$ cat config.mk
export PLATFORM = sky130hd
export DESIGN_NAME = fft_bitrev_reorder
export DESIGN_NICKNAME = d
export VERILOG_FILES = /design/src/rtl/fft_bitrev_reorder.sv
export SDC_FILE = /design/constraint.sdc
export NUM_CORES = 2
export LEC_CHECK = 0
export CORE_MARGIN = 10
export CORE_UTILIZATION = 50
export CTS_CLUSTER_SIZE = 8
export DETAILED_ROUTE_END_ITERATION = 8
export PLACE_DENSITY_LB_ADDON = 0.08
export SLEW_MARGIN = 40
export SYNTH_ARGS = -nofsm -noshare
export SYNTH_HDL_FRONTEND = slang
export SYNTH_SLANG_ARGS = --single-unit
export TNS_END_PERCENT = 20
$ cat constraint.sdc
create_clock -name CLK -period 4.9 [get_ports CLK]
set_input_delay 0.98 -clock CLK [delete_from_list [all_inputs] [get_ports CLK]]
set_output_delay 0.98 -clock CLK [all_outputs]
set_load 0.01 [all_outputs]
$ cat src/rtl/fft_bitrev_reorder.sv
`timescale 1ns/1ps
`default_nettype none
// ============================================================================
// Module   : fft_bitrev_reorder
// Purpose  : Ping-pong reorder of FFT32 bit-reversed output into natural order.
// Revision : 1.0
// ============================================================================
module fft_bitrev_reorder #(
    parameter int NB   = 16,
    parameter int LOGN = 5
) (
    input  logic            CLK,
    input  logic            RST,
    input  logic            START,
    input  logic [NB-1:0]   DR,
    input  logic [NB-1:0]   DI,
    output logic [NB-1:0]   OR,
    output logic [NB-1:0]   OI,
    output logic            OVALID,
    output logic            OSTART,
    output logic [LOGN-1:0] OIDX
);

    localparam int              c_n    = 2 ** LOGN;
    localparam logic [LOGN-1:0] c_last = '1;

    typedef enum logic {W_IDLE = 1'b0, W_FILL = 1'b1} wr_state_t;
    typedef enum logic {R_IDLE = 1'b0, R_OUT  = 1'b1} rd_state_t;

    wr_state_t        r_wr_state, w_wr_state_nxt;
    logic [LOGN-1:0]  r_wr_cnt,   w_wr_cnt_nxt;
    logic             r_wbank,    w_wbank_nxt;
    logic             w_wr_en;
    logic [LOGN-1:0]  w_wr_addr;
    logic             w_commit;

    rd_state_t        r_rd_state, w_rd_state_nxt;
    logic [LOGN-1:0]  r_rd_cnt,   w_rd_cnt_nxt;
    logic             r_rbank,    w_rbank_nxt;
    logic [2*NB-1:0]  w_rd_word;

    logic [2*NB-1:0]  r_mem [0:1][0:c_n-1];

    function automatic logic [LOGN-1:0] f_bitrev(input logic [LOGN-1:0] a);
        logic [LOGN-1:0] v;
        for (int i = 0; i < LOGN; i++) begin
            v[i] = a[LOGN-1-i];
        end
        return v;
    endfunction

    // START always restarts at index 0 of the current bank; a partial frame is simply overwritten
    always_comb begin
        w_wr_state_nxt = r_wr_state;
        w_wr_cnt_nxt   = r_wr_cnt;
        w_wbank_nxt    = r_wbank;
        w_wr_en        = 1'b0;
        w_wr_addr      = f_bitrev(r_wr_cnt);
        w_commit       = 1'b0;
        if (START) begin
            w_wr_en        = 1'b1;
            w_wr_addr      = '0;
            w_wr_cnt_nxt   = LOGN'(1);
            w_wr_state_nxt = W_FILL;
        end else if (r_wr_state == W_FILL) begin
            w_wr_en = 1'b1;
            if (r_wr_cnt == c_last) begin
                w_commit       = 1'b1;
                w_wbank_nxt    = ~r_wbank;
                w_wr_cnt_nxt   = '0;
                w_wr_state_nxt = W_IDLE;
            end else begin
                w_wr_cnt_nxt = r_wr_cnt + 1'b1;
            end
        end
    end

    always_ff @(posedge CLK or negedge RST) begin
        if (!RST) begin
            r_wr_state <= W_IDLE;
            r_wr_cnt   <= '0;
            r_wbank    <= 1'b0;
        end else begin
            r_wr_state <= w_wr_state_nxt;
            r_wr_cnt   <= w_wr_cnt_nxt;
            r_wbank    <= w_wbank_nxt;
        end
    end

    always_ff @(posedge CLK) begin
        if (w_wr_en) begin
            r_mem[r_wbank][w_wr_addr] <= {DR, DI};
        end
    end

    // A commit landing on the last read address restarts the sweep without a bubble
    always_comb begin
        w_rd_state_nxt = r_rd_state;
        w_rd_cnt_nxt   = r_rd_cnt;
        w_rbank_nxt    = r_rbank;
        if (r_rd_state == R_OUT) begin
            if (r_rd_cnt == c_last) begin
                w_rd_state_nxt = R_IDLE;
                w_rd_cnt_nxt   = '0;
            end else begin
                w_rd_cnt_nxt = r_rd_cnt + 1'b1;
            end
        end
        if (w_commit) begin
            w_rd_state_nxt = R_OUT;
            w_rd_cnt_nxt   = '0;
            w_rbank_nxt    = r_wbank;
        end
    end

    assign w_rd_word = r_mem[r_rbank][r_rd_cnt];

    always_ff @(posedge CLK or negedge RST) begin
        if (!RST) begin
            r_rd_state <= R_IDLE;
            r_rd_cnt   <= '0;
            r_rbank    <= 1'b0;
        end else begin
            r_rd_state <= w_rd_state_nxt;
            r_rd_cnt   <= w_rd_cnt_nxt;
            r_rbank    <= w_rbank_nxt;
        end
    end

    always_ff @(posedge CLK or negedge RST) begin
        if (!RST) begin
            OR     <= '0;
            OI     <= '0;
            OIDX   <= '0;
            OVALID <= 1'b0;
            OSTART <= 1'b0;
        end else if (r_rd_state == R_OUT) begin
            OR     <= w_rd_word[2*NB-1:NB];
            OI     <= w_rd_word[NB-1:0];
            OIDX   <= r_rd_cnt;
            OVALID <= 1'b1;
            OSTART <= (r_rd_cnt == '0);
        end else begin
            OVALID <= 1'b0;
            OSTART <= 1'b0;
        end
    end

endmodule
`default_nettype wire

-- Yosys cells after proc, flatten, opt, wreduce, memory -nomap -nowiden
Memory sizes are Yosys's and may differ from the RTL's.
Cells that the tools add are included.
- bits in registers: 53
- memory bits (writable): 2048
- input bits: 35
- output and inout port bits: 39
- logic and storage cells: 55
- memories: 1
- add/subtract/negate cells: 2
- order comparisons: 3
- eq/ne operators: 2
- muxes and demuxes: 27
- bitwise gates (word level): 4
- reductions and logical operators: 5
- memories (name ; words ; bits a word ; rd ports ; clocked after memory_dff ; write ports ; RTL line ; text):
    r_mem ; 2 ; 1024 ; 1 ; 0 ; 1 ; 42 ; logic [2*NB-1:0] r_mem [0:1][0:c_n-1];
- operator list (cell ; number):
    two-way mux 1024 bit ; 1
    binary-select mux 32 bit (select 5 bit) ; 1
    demux 32 bit (select 5 bit) ; 1
    two-way mux 32 bit ; 3
    two-way mux 5 bit ; 7
    two-way mux 1 bit ; 14
    greater-or-equal comparator 6 bit, second input constant ; 2
    inverter 5 -> 6 bit ; 2
    adder 5 x 1 -> 5 bit, second input constant ; 2
    == test 5 bit, second input constant ; 2
    < comparator 6 x 1 -> 1 bit, second input constant ; 1
    zero test 5 bit ; 1
    nonzero test 2 bit ; 2
    AND reduction 3 bit ; 1
    inverter 1 bit ; 2
    logical AND 1 bit ; 1

-- Depth between registers and ports, before layout
- depth after elaboration: 7
- depth in mapped cells: 11
- depth with buffers taken out: 7

-- Least setup slack after synthesis
No wires, ideal clock.
- path type: input -> register
- from: in START
- to: mem r_mem[0][288] in the netlist's numbering (enable)
- setup time: 0.421 ns
- arrival time: 3.097 ns
- required time: 4.479 ns
- slack: 1.382 ns
- cell stages on the path: 5
- path buffers: 1
- path through: nor2b_1 > nand2_1 > or3_1 > clkbuf_1 > nor2_1
- cells in the longest elaborated chain, start to end: 7
- elaborated cells on any way between the ends: 10
- classes of those cells: 2 x order compare; 6 x mux; 1 x bitwise; 1 x reduce/logical
- ends and longest elaborated chain (element ; RTL line ; text):
    start, declared ; 14 ; input logic START,
    two-way mux 5 bit ; 60 ; if (START) begin
    inverter 5 -> 6 bit (implied by the code) ; 92 ; r_mem[r_wbank][w_wr_addr] <= {DR, DI};
    greater-or-equal comparator 6 bit (implied by the code) / < comparator 6 x 1 -> 1 bit (equally long branches) ; 92 ;
    logical AND 1 bit (implied by the code) ; 92 ;
    two-way mux 32 bit (implied by the code) ; 92 ;
    demux 32 bit (select 5 bit) ; 92 ;
    two-way mux 1024 bit (implied by the code) * ; 92 ;
    end, declared ; 42 ;
Mark *: on every way between the ends. The rest lies on a longest branch, timed or not.

-- Final worst setup path
- from: reg r_rbank
- to: reg OI[15]
- cells in the longest elaborated chain, start to end: 4
- ends and longest elaborated chain (element ; RTL line ; text):
    start, declared ; 39 ; logic r_rbank, w_rbank_nxt;
    start signal, assigned ; 126 ; r_rbank <= w_rbank_nxt;
    memory (2 x 1024 bit) ; -- ;
    binary-select mux 32 bit (select 5 bit) ; 116 ; assign w_rd_word = r_mem[r_rbank][r_rd_cnt];
    two-way mux 32 bit (implied by the code) (2 in a row) ; 116 ;
    end signal, assigned ; 139 ; OI <= w_rd_word[NB-1:0];
    end, declared ; 18 ; output logic [NB-1:0] OI,
No other way between the ends. The select of a mux whose other input is x is not followed.
A chain may end at the register's enable or synchronous reset.

==> parameters.txt <==
Parameter                              Value

Logic synthesis
  Cell with the most instances after synthesis    sky130_fd_sc_hd__edfxtp_1
  Cells after synthesis    3674
  Synth Register Bits    2101
  Post-Synthesis Cell Area    0.0806 sq mm
  Post-synthesis sequential area ratio    77.9%
  Synth top area share    76.3%
  Synthesized net count    3714
  Cell type contributing the most total cell area after synthesis    sky130_fd_sc_hd__edfxtp_1
  Post-synthesis cell type count    60
  Number of flops mapped to enable cells by yosys    2048
  List of most frequent post-synthesis cells    sky130_fd_sc_hd__edfxtp_1 (2048), sky130_fd_sc_hd__mux4_2 (478), sky130_fd_sc_hd__nand2_1 (180)
  Synthesis Warnings    0
  Leading post-synthesis cells by cell area    sky130_fd_sc_hd__edfxtp_1 (76%), sky130_fd_sc_hd__mux4_2 (13%), sky130_fd_sc_hd__dfrtp_1 (1.6%)
  FFs w/ async S/R, synth    2.52%
  Syn Area/Cell    21.9 sq um
  Top_reg_cell synth    sky130_fd_sc_hd__edfxtp_1

Finish
  Footprint of the multi-input gates    0.0171 sq mm
  Count of filler cells inserted in the layout    11700
  Syn-to-layout area delta    16.4%
  Layout cell share with drive strength beyond 1    29.0%
  Nets    4100
  Register area    0.0628 sq mm

STA
  Final clock period utilization by the worst path    76.6%
  Number of failing hold endpoints at the final stage    0
  Hold WS    0.105 ns
  Final setup violation count    0
  Relative slew slack    40.2%
  Slew at the pin with the worst max-slew slack    0.874 ns
  Total count of max-transition violations in the final report    0
  Post-route clock skew    0.0422 ns
  Unrepaired setup endpoints after global routing    no
  Final critical-path required period    3.75 ns
  Timing-limited maximum frequency    267 MHz
  Total Neg Setup Slack    0 ns

Worst setup path
  Critical Path Sink Type    register
  Critical setup path kind    reg2reg
  Required @ worst endpoint    5.67 ns
  Largest fanout of any net on the critical path    59
  Data arrival at the endpoint of the critical path    4.53 ns
  Kind of launch point of the worst setup path    register

Floorplan
  Effective utilization at floorplan    50.3%
  FP Rows    147
  Total Die Area    0.178 sq mm
  Floorplan die height    422 um
  Boundary pin count    74
  Standard cell core area    0.160 sq mm
  Die Wd    422 um

Power
  Worst-case vdd ir drop    391 uV
  Static leakage power    0.0301 uW
  Power per cell area    481 mW/mm^2
  Total power    45100 uW

Global routing
  Vias in the first global route    41100
  Most used routing layer in global routing    met2
  Wire length of the first global-routing pass    329000 um
  Initial antenna violation count    19
  M1 GR Usage    36.9%
  Largest net degree at the start of global routing    70
  Overall fraction of global-route tracks in use    26.2%
  GR Layer Usage met3    5.08%
  Global route total overflow    0
  Met2 track demand over resource in global routing    41.6%

Detailed routing
  Residual antenna-violating net count after detailed routing    0
  Routed wire length per instance    37.1 um
  DRC Markers    0
  Drt pass-1 iters    5
  Vias per cell    6.48
  Via count of the routed design    41200
  Drt total wl    236000 um
  DRC marker count from the first detailed-route iteration    5546

Clocking
  H-tree depth    5
  Cts bufs inserted    312
  Maximum count of clock buffers along a single path    4
  CTS hold repair buffers    0
  Cell chosen for the clock root    sky130_fd_sc_hd__clkbuf_16
  Post-CTS setup buffer count    0
  TritonCTS clock tree    built
  Number of cells upsized or downsized after cts    0
  Total clock sinks    2101
  Clock transition time at the flip-flop clock pins of the worst setup and hold paths    0.05 ns
  Clock latency on the worst-skew pair    0.90 ns

Placed design
  Detail Placement HPWL    145000 um
  Quantity of I/O buffers inserted on ports    73
  Global placement routability congestion    0.926

Status
  Run status    finished, final reports clean

Worst hold path
  Path class of the lowest-slack min-delay path    in2async

Flow run
  Max Cap Viol    0
worst max-delay path, stage by stage (launching register included):
cell and delay, ns:
sky130_fd_sc_hd__dfrtp_4 0.82, sky130_fd_sc_hd__buf_12 0.46, sky130_fd_sc_hd__mux4_2 0.61, sky130_fd_sc_hd__mux2_2 0.34, sky130_fd_sc_hd__a221oi_1 0.70, sky130_fd_sc_hd__a311oi_2 0.24
sky130_fd_sc_hd__a221o_1 0.36
power by group:
| group | leakage (uW) | switching [uW] | internal, uW |
|---|---|---|---|
| logic | 0.00692 | 3760 | 2270 |
| registers | 0.0191 | 297 | 20000 |
| clock network | 0.00409 | 7160 | 11600 |
| total | 0.0301 | 11200 | 33900 |
registers in the layout (all words and copies together), names as in the netlist:
| register | flops |
|---|---|
| OSTART | 1 |
| r_wr_state | 1 |
| OVALID | 1 |
| r_mem | 2048 |
| r_wbank | 1 |
| OI | 16 |
| r_wr_cnt | 5 |
| r_rbank | 1 |
| OIDX | 5 |
| r_rd_cnt | 5 |
| OR | 16 |
| r_rd_state | 1 |
through the flow:
step / utilization, % / area, sq um / setup slack [ns] / instances
2_1_floorplan: - / 80600 / 1.38 / 3674
3_3_place_gp: 53.1 / 85100 / 0.887 / 5900
3_5_place_dp: 53.2 / 85300 / 0.904 / 5905
4_1_cts: 58.4 / 93700 / 1.21 / 6338
5_1_grt: 58.5 / 93800 / 1.13 / 6339
6_report: 58.5 / 93800 / 1.15 / 6350
kinds of logic after synthesis:
group	synth area share, %
multiplexers	15.5
AND/OR/NAND/NOR	2.50
flip-flops	77.9
adder cells (fa/ha/maj)	0.0776
buffers and inverters	1.51
AO/OA/AOI/OAI	2.44
XOR/XNOR	0.0109
cell usage in the layout (no fill, tap or decap), types with 40 or more instances in the layout:
master,n
sky130_fd_sc_hd__clkbuf_16,318
sky130_fd_sc_hd__mux2_2,83
sky130_fd_sc_hd__buf_4,161
sky130_fd_sc_hd__clkbuf_1,105
sky130_fd_sc_hd__clkdlybuf4s50_1,40
sky130_fd_sc_hd__dfrtp_1,47
sky130_fd_sc_hd__nor2_1,51
sky130_fd_sc_hd__mux2i_1,55
sky130_fd_sc_hd__a21oi_1,46
sky130_fd_sc_hd__nor2_4,65
sky130_fd_sc_hd__nand2_1,179
sky130_fd_sc_hd__o22ai_1,56
sky130_fd_sc_hd__nand3_1,47
sky130_fd_sc_hd__mux4_2,478
sky130_fd_sc_hd__edfxtp_1,2048
cell type report:
| cell class | count | area share, % |
|---|---|---|
| repair buffers | 267 | 2.80 |
| diodes | 11 | 0.0293 |
| clock inverters | 10 | 0.0960 |
| multi-input cells | 1362 | 18.3 |
| flip-flops and latches | 2101 | 67.0 |
| clock buffers | 423 | 8.90 |
| inverters | 16 | 0.0707 |
| well taps | 2160 | 2.88 |
metal layers:
metal	share of wire [%]	vias up
met5	0.0055	-
met4	3.3	2
met3	8.6	335
met2	48	2243
met1	40	22400
li1	-	16200
final timing paths:
check | startpoint | to | slack, ns | cells past startpoint
max reg2reg | r_rbank | OI[15] | 1.15 | 6
max in group asynchronous | RST | r_rd_cnt[1] | 3.77 | 2
min in group CLK | DR[0] | r_mem[1][464] | 0.46 | 1
max | r_rbank | OI[15] | 1.15 | 6
min reg2reg | OIDX[1] | OIDX[1] | 0.50 | 1
min | RST | OIDX[2] | 0.11 | 1
No activity file was read; power rests on OpenSTA's default activity.
